### config.mk
export PLATFORM = sky130hd
export DESIGN_NAME = activation_out_buffer
export DESIGN_NICKNAME = d
export VERILOG_FILES = /design/src/rtl/activation_out_buffer_pkg.sv /design/src/rtl/activation_out_buffer_fifo.sv /design/src/rtl/activation_out_buffer.sv
export SDC_FILE = /design/constraint.sdc
export NUM_CORES = 1
export LEC_CHECK = 0
export ABC_AREA = 1
export BUFFER_PORTS_ARGS = -buffer_cell sky130_fd_sc_hd__buf_4
export CORE_ASPECT_RATIO = 0.5
export CORE_MARGIN = 3
export CORE_UTILIZATION = 45
export CTS_CLUSTER_SIZE = 28
export DETAILED_ROUTE_END_ITERATION = 10
export PLACE_DENSITY = 0.7
export SYNTH_ARGS = -nofsm -noshare
export SYNTH_HDL_FRONTEND = slang
export SYNTH_SLANG_ARGS = --single-unit
### constraint.sdc
create_clock -name clk_i -period 34 [get_ports clk_i]
set_input_delay 6.8 -clock clk_i [delete_from_list [all_inputs] [get_ports clk_i]]
set_output_delay 6.8 -clock clk_i [all_outputs]
set_load 0.02 [all_outputs]
### src/rtl/activation_out_buffer_pkg.sv
// Shared types and default sizing for the activation output buffer.
package ita_package;

  localparam int N             = 16;
  localparam int ACT_LANE_W    = 8;
  localparam int ACT_BUF_DEPTH = 4;
  localparam int ACT_LATENCY   = 2;

  typedef logic signed [ACT_LANE_W-1:0] requant_lane_t;
  typedef requant_lane_t [N-1:0]        requant_oup_t;

endpackage

### src/rtl/activation_out_buffer_fifo.sv
// Generic DEPTH x W register FIFO with explicit occupancy count, modulo-DEPTH
// pointers (any DEPTH), sticky overflow on a lost push, async active-high reset.
module act_buf_fifo
  import ita_package::*;
#(
  parameter int DEPTH = ACT_BUF_DEPTH,
  parameter int W     = 8,
  localparam int PTR_W = (DEPTH > 1) ? $clog2(DEPTH) : 1,
  localparam int CNT_W = $clog2(DEPTH + 1)
) (
  input  logic             clk_i,
  input  logic             rst_i,
  input  logic             push_i,
  input  logic             pop_i,
  input  logic [W-1:0]     data_i,
  output logic [W-1:0]     data_o,
  output logic             valid_o,
  output logic [CNT_W-1:0] count_o,
  output logic             overflow_o
);

  logic [W-1:0]     mem_q [DEPTH];
  logic [W-1:0]     mem_d [DEPTH];
  logic [PTR_W-1:0] wptr_q, wptr_d;
  logic [PTR_W-1:0] rptr_q, rptr_d;
  logic [CNT_W-1:0] count_q, count_d;
  logic             overflow_q, overflow_d;
  logic             empty, full, do_push, do_pop;

  function automatic logic [PTR_W-1:0] ptr_inc(input logic [PTR_W-1:0] p);
    return (p == PTR_W'(DEPTH - 1)) ? '0 : p + PTR_W'(1);
  endfunction

  always_comb begin
    empty   = (count_q == '0);
    full    = (count_q == CNT_W'(DEPTH));
    do_pop  = pop_i & ~empty;
    // A full FIFO still accepts a push when the head leaves in the same cycle.
    do_push = push_i & (~full | do_pop);

    mem_d = mem_q;
    if (do_push) mem_d[wptr_q] = data_i;

    wptr_d = do_push ? ptr_inc(wptr_q) : wptr_q;
    rptr_d = do_pop  ? ptr_inc(rptr_q) : rptr_q;

    count_d = count_q;
    case ({do_push, do_pop})
      2'b10:   count_d = count_q + CNT_W'(1);
      2'b01:   count_d = count_q - CNT_W'(1);
      default: count_d = count_q;
    endcase

    overflow_d = overflow_q | (push_i & ~do_push);
  end

  always_ff @(posedge clk_i or posedge rst_i) begin
    if (rst_i) begin
      mem_q      <= '{default: '0};
      wptr_q     <= '0;
      rptr_q     <= '0;
      count_q    <= '0;
      overflow_q <= 1'b0;
    end else begin
      mem_q      <= mem_d;
      wptr_q     <= wptr_d;
      rptr_q     <= rptr_d;
      count_q    <= count_d;
      overflow_q <= overflow_d;
    end
  end

  assign data_o     = mem_q[rptr_q];
  assign valid_o    = ~empty;
  assign count_o    = count_q;
  assign overflow_o = overflow_q;

endmodule

### src/rtl/activation_out_buffer.sv
// Captures activation results LATENCY cycles after calc_en_i into a FIFO with
// early stall. Define ITA_ACT_BUF_LAST_EN to carry a tile-last flag (last_i/last_o).
module activation_out_buffer
  import ita_package::*;
#(
  parameter int N_PE    = N,
  parameter int WIDTH   = $bits(requant_lane_t),
  parameter int DEPTH   = ACT_BUF_DEPTH,
  parameter int LATENCY = ACT_LATENCY,
  localparam int CNT_W  = $clog2(DEPTH + 1)
) (
  input  logic                  clk_i,
  input  logic                  rst_i,
  input  logic                  calc_en_i,
  input  logic [N_PE*WIDTH-1:0] data_i,
  output logic                  stall_o,
  output logic                  valid_o,
  input  logic                  ready_i,
  output logic [N_PE*WIDTH-1:0] data_o,
  output logic [CNT_W-1:0]      count_o,
`ifdef ITA_ACT_BUF_LAST_EN
  input  logic                  last_i,
  output logic                  last_o,
`endif
  output logic                  overflow_o
);

  localparam int DATA_BITS = N_PE * WIDTH;
`ifdef ITA_ACT_BUF_LAST_EN
  localparam int ENTRY_W = DATA_BITS + 1;
`else
  localparam int ENTRY_W = DATA_BITS;
`endif
  localparam int SUM_W = $clog2(DEPTH + LATENCY + 1);

  logic [LATENCY-1:0] en_q, en_d;
  logic               push, pop, fifo_valid;
  logic [CNT_W-1:0]   count;
  logic [SUM_W-1:0]   inflight, occupancy;
  logic [ENTRY_W-1:0] entry_in, entry_out;

  always_comb begin
    en_d    = en_q;
    en_d[0] = calc_en_i;
    for (int i = 1; i < LATENCY; i++) en_d[i] = en_q[i-1];
  end

  always_ff @(posedge clk_i or posedge rst_i) begin
    if (rst_i) en_q <= '0;
    else       en_q <= en_d;
  end

`ifdef ITA_ACT_BUF_LAST_EN
  logic [LATENCY-1:0] last_q, last_d;

  always_comb begin
    last_d    = last_q;
    last_d[0] = last_i;
    for (int i = 1; i < LATENCY; i++) last_d[i] = last_q[i-1];
  end

  always_ff @(posedge clk_i or posedge rst_i) begin
    if (rst_i) last_q <= '0;
    else       last_q <= last_d;
  end

  assign entry_in = {last_q[LATENCY-1], data_i};
  assign last_o   = fifo_valid & entry_out[ENTRY_W-1];
`else
  assign entry_in = data_i;
`endif

  assign push = en_q[LATENCY-1];
  assign pop  = fifo_valid & ready_i;

  // Reserve a slot for every beat still inside activation; ignoring a
  // same-cycle pop keeps ready_i out of the stall path.
  always_comb begin
    inflight = '0;
    for (int i = 0; i < LATENCY; i++) inflight = inflight + SUM_W'(en_q[i]);
    occupancy = SUM_W'(count) + inflight;
    stall_o   = (occupancy >= SUM_W'(DEPTH));
  end

  act_buf_fifo #(
    .DEPTH (DEPTH),
    .W     (ENTRY_W)
  ) u_fifo (
    .clk_i      (clk_i),
    .rst_i      (rst_i),
    .push_i     (push),
    .pop_i      (pop),
    .data_i     (entry_in),
    .data_o     (entry_out),
    .valid_o    (fifo_valid),
    .count_o    (count),
    .overflow_o (overflow_o)
  );

  assign valid_o = fifo_valid;
  assign data_o  = entry_out[DATA_BITS-1:0];
  assign count_o = count;

endmodule

==> implementation parameters <==
Parameter                              Value

GRT
  Global-route wire length before repair ... 125000 um
  Vias in the first global route ... 22201
  Aggregate global-route resource usage ... about a quarter
  Maximum number of pins on one net before global-route repair ... 251
  Global route overflow ... 0
  Antenna violations before repair ... 2

Placed design
  DP Wirelength ... 39900 um
  IO buf count ... ~270
  Setup WS pre-CTS ... between 20000 and 25000 ps
  Global placement routability congestion ... 0.800

STA
  Final slew viol count ... 0
  Worst setup slack after layout ... 23140 ps
  Min cycle time layout ... around 11000 ps
  Setup total negative slack ... 0 ps
  Layout Skew ... 18.8 ps
  RSZ-0062 raised after global routing ... no
  Maximum operating frequency ... 0.0921 GHz
  Number of failing setup endpoints in the final timing report ... 0
  Final Hold Viols ... 0
  Transition time at the pin with the least slew margin ... roughly 1200 ps
  Period utilisation layout ... 31.9%
  Worst-case headroom to the max-slew limit ... 23.2%

Drt
  DRC violation count after routing ... 0
  Via count ... between 20000 and 25000
  Wire per inst ... 20.2 um
  Count of TritonRoute iterations in the first routing pass ... 6
  Violation count after the first detailed-routing iteration ... 2790
  Total Routed Length ... 78400 um
  Remaining antenna violation count after routing ... 0
  Vias per std cell ... 5.97

Cells and area
  Fraction of final layout cells with drive strength greater than 1 ... 12.5%
  Final nets ... 3239
  Area delta synth->final ... 12.8%

Pwr
  Power density of the placed cells ... 110 nW/um2
  Sw frac ... between 40% and 50%
  Maximum vdd drop ... 0.0000703 V
  Clock power share ... 18.4%
  Part of the total power dissipated in sequential elements ... roughly a third
  Internal power ... 0.00173 W
  Static leakage power ... 14.3 nW
  Part of the power in combinational logic ... a little under half
  Net switching power figure ... 0.00141 W

Outcome
  Outcome ... complete, no violations

Floorplanning
  Count of standard-cell rows ... 60
  Y dimension of the die ... 173 um
  Placeable core area ... ~55000 um2
  Number of primary I/O pins ... 266
  Initial core utilization ... 46.2%
  Floorplan die area ... ~60000 um2
  Width of the die ... 341 um

Critical path
  Critical path fanouts, max ... 99
  Arr. time, crit path ... 4060 ps
  Startpoint-to-endpoint class of the critical path ... flip-flop to output pin
  CP endpoint kind ... output pin
  Worst reg2reg startpoint ... u_fifo.count_o[1]$_DFFE_PP0P_
  Startpoint type of the worst setup path ... flip-flop
  Critical path launch point ... u_fifo.rptr_q[0]$_DFFE_PP0P_
  Data required time at the worst endpoint ... 27200 ps

Clocking
  Root Driver ... sky130_fd_sc_hd__clkbuf_16
  Largest buffer count on any clock path ... 3
  TritonCTS clock tree ... built
  Clock sink count ... 522
  Number of CTS-inserted buffers ... about 50
  Clock latency on the worst-skew pair ... 570 ps
  Post-CTS Setup Inserts ... 0
  Clock transition at the registers of the reported paths ... roughly 60 ps
  Resized cells post-CTS ... 0
  Hold buffer count at CTS ... 0
  Maximum level of the CTS H-tree ... 2

Synth
  Sequential share of the synthesized area ... between 50% and 60%
  Share of async-settable or async-resettable flops after synthesis ... 100%
  Yosys warnings ... 0
  Synth Area in Adders ... 0.426%
  Synth Area in Simple Gates ... ~32%
  Average size of a mapped cell ... between 8 and 9 um2
  Leading register cell type out of synthesis ... sky130_fd_sc_hd__dfrtp_1
  Net Count, Synth ... ~3200
  Number of distinct library cells after synthesis ... 25
  Synth top area share ... 51.8%
  Number of instances in the synthesized netlist ... 3064
  Number of storage elements in the synthesis netlist ... around 520
  Synth top cells by count ... sky130_fd_sc_hd__nand2_1 (1037), sky130_fd_sc_hd__dfrtp_1 (522), sky130_fd_sc_hd__nand4_1 (512)
  Number of enable-type register cells in the synthesized netlist ... 0
  Multiplexer share of the synthesized area ... 0%
  Main area contributors after synthesis ... sky130_fd_sc_hd__dfrtp_1 (52%), sky130_fd_sc_hd__nand2_1 (15%), sky130_fd_sc_hd__nand4_1 (13%)
  Compound-gate portion of the synthesized area ... 8.39%
  Dominant combinational cell family by area after synthesis ... simple AND/OR/NAND/NOR gates
  Post-synthesis cell type with the largest combined area ... sky130_fd_sc_hd__dfrtp_1
  Top-count cell post-synth ... sky130_fd_sc_hd__nand2_1
  Xor and xnor area share after synthesis ... 0.104%
  Combined area of all synthesized cells ... 25200 um2

Hold path
  Worst min-delay path category ... flip-flop to flip-flop
  Worst hold path startpoint ... en_q[0]$_DFF_PP0_

Job
  Max-cap viol count ... 0
cell type report:
cell class | instances | area [um2]
antenna | 2 | 5.00
multi-input combinational | 2217 | 10500
inverter | 13 | 66.3
clock inverter | 11 | 158
fill | 5176 | 26100
sequential | 522 | 13100
tap | 744 | 931
timing repair buffer | 296 | 2250
clock buffer | 77 | 1500
worst max-delay path, cell delays in order, from the launching register on:
cell and delay (ps):
sky130_fd_sc_hd__dfrtp_4 500, sky130_fd_sc_hd__inv_6 410, sky130_fd_sc_hd__buf_4 890, sky130_fd_sc_hd__buf_4 970
sky130_fd_sc_hd__o21ai_0 230, sky130_fd_sc_hd__o22ai_1 220, sky130_fd_sc_hd__buf_4 180
flip-flops by register name, indices dropped and copies added, names as in the netlist:
register,cells
en_q,2
u_fifo.count_o,3
u_fifo.mem_q,512
u_fifo.overflow_o,1
u_fifo.rptr_q,2
u_fifo.wptr_q,2
worst paths after layout:
kind,slack (ps),depth (start not counted),endpoint
worst min register to register,380,0,en_q[1]$_DFF_PP0_
worst max-delay path,23140,6,data_o[98]
worst min-delay path,380,0,en_q[1]$_DFF_PP0_
worst max register to register,30400,7,u_fifo.mem_q[449]$_DFFE_PP0P_
min in group asynchronous,6340,2,u_fifo.mem_q[51]$_DFFE_PP0P_
max in group asynchronous,24780,5,u_fifo.mem_q[348]$_DFFE_PP0P_
cell usage in the layout, fill, tap and decap left out, types with 2 or more instances in the layout:
master	instances
sky130_fd_sc_hd__clkbuf_16	49
sky130_fd_sc_hd__inv_1	9
sky130_fd_sc_hd__clkbuf_8	17
sky130_fd_sc_hd__nor2_1	257
sky130_fd_sc_hd__clkbuf_1	11
sky130_fd_sc_hd__dfrtp_1	519
sky130_fd_sc_hd__xor2_1	2
sky130_fd_sc_hd__diode_2	2
sky130_fd_sc_hd__nand3_4	4
sky130_fd_sc_hd__buf_4	294
sky130_fd_sc_hd__nand4_1	512
sky130_fd_sc_hd__ha_1	3
sky130_fd_sc_hd__o21ai_1	4
sky130_fd_sc_hd__inv_6	2
sky130_fd_sc_hd__o21ai_0	256
sky130_fd_sc_hd__buf_12	2
sky130_fd_sc_hd__nand3_1	2
sky130_fd_sc_hd__ha_4	4
sky130_fd_sc_hd__nand2_1	1037
sky130_fd_sc_hd__o22ai_1	128
sky130_fd_sc_hd__bufinv_16	4
sky130_fd_sc_hd__clkinv_2	6
sky130_fd_sc_hd__dfrtp_4	3
power by group through the flow:
stage / logic (W) / clock network (W) / registers [W]
floorplan: 0.00101 / 0 / 0.00103
global placement: 0.00147 / 0 / 0.00107
CTS: 0.00149 / 0.000590 / 0.00107
detailed placement: 0.00149 / 0 / 0.00107
finish: 0.00149 / 0.000580 / 0.00107
global route: 0.00164 / 0.000615 / 0.00110
kinds of logic (layout without fill, tap and decap cells):
kind of cell	after synthesis	count (layout)
and+or+nand+nor	1816	1816
DFF	522	522
AOI/OAI and AO/OA	390	390
adders and majority gates	8	8
xor gates and xnor gates	3	3
other	0	2
buffers and inverters	325	397
per-layer routing:
metal / share of wire (%) / routed length [um] / up-vias / track usage [%]
met3: 7.8 / 6110 / 140 / 3.62
met5: 0 / 0 / - / 0
met1: 43 / 33700 / 11413 / 37.1
met2: 47 / 36600 / 1004 / 40.8
met4: 2.6 / 2060 / 0 / 8.07
li1: - / - / 10615 / -
metrics by stage:
step                      power, W  util, %  hold slack [ps]  cell area, um2  instances
after floorplan            0.00203        -              357           25200       3064
after global placement     0.00253     49.1              363           26800       3792
after detailed placement   0.00256     49.1              364           26800       3792
after CTS                  0.00315     52.1              379           28500       3880
after global routing       0.00336     52.2              396           28500       3882
final                      0.00314     52.2              378           28500       3882
No activity file was read; power rests on OpenSTA's default activity.
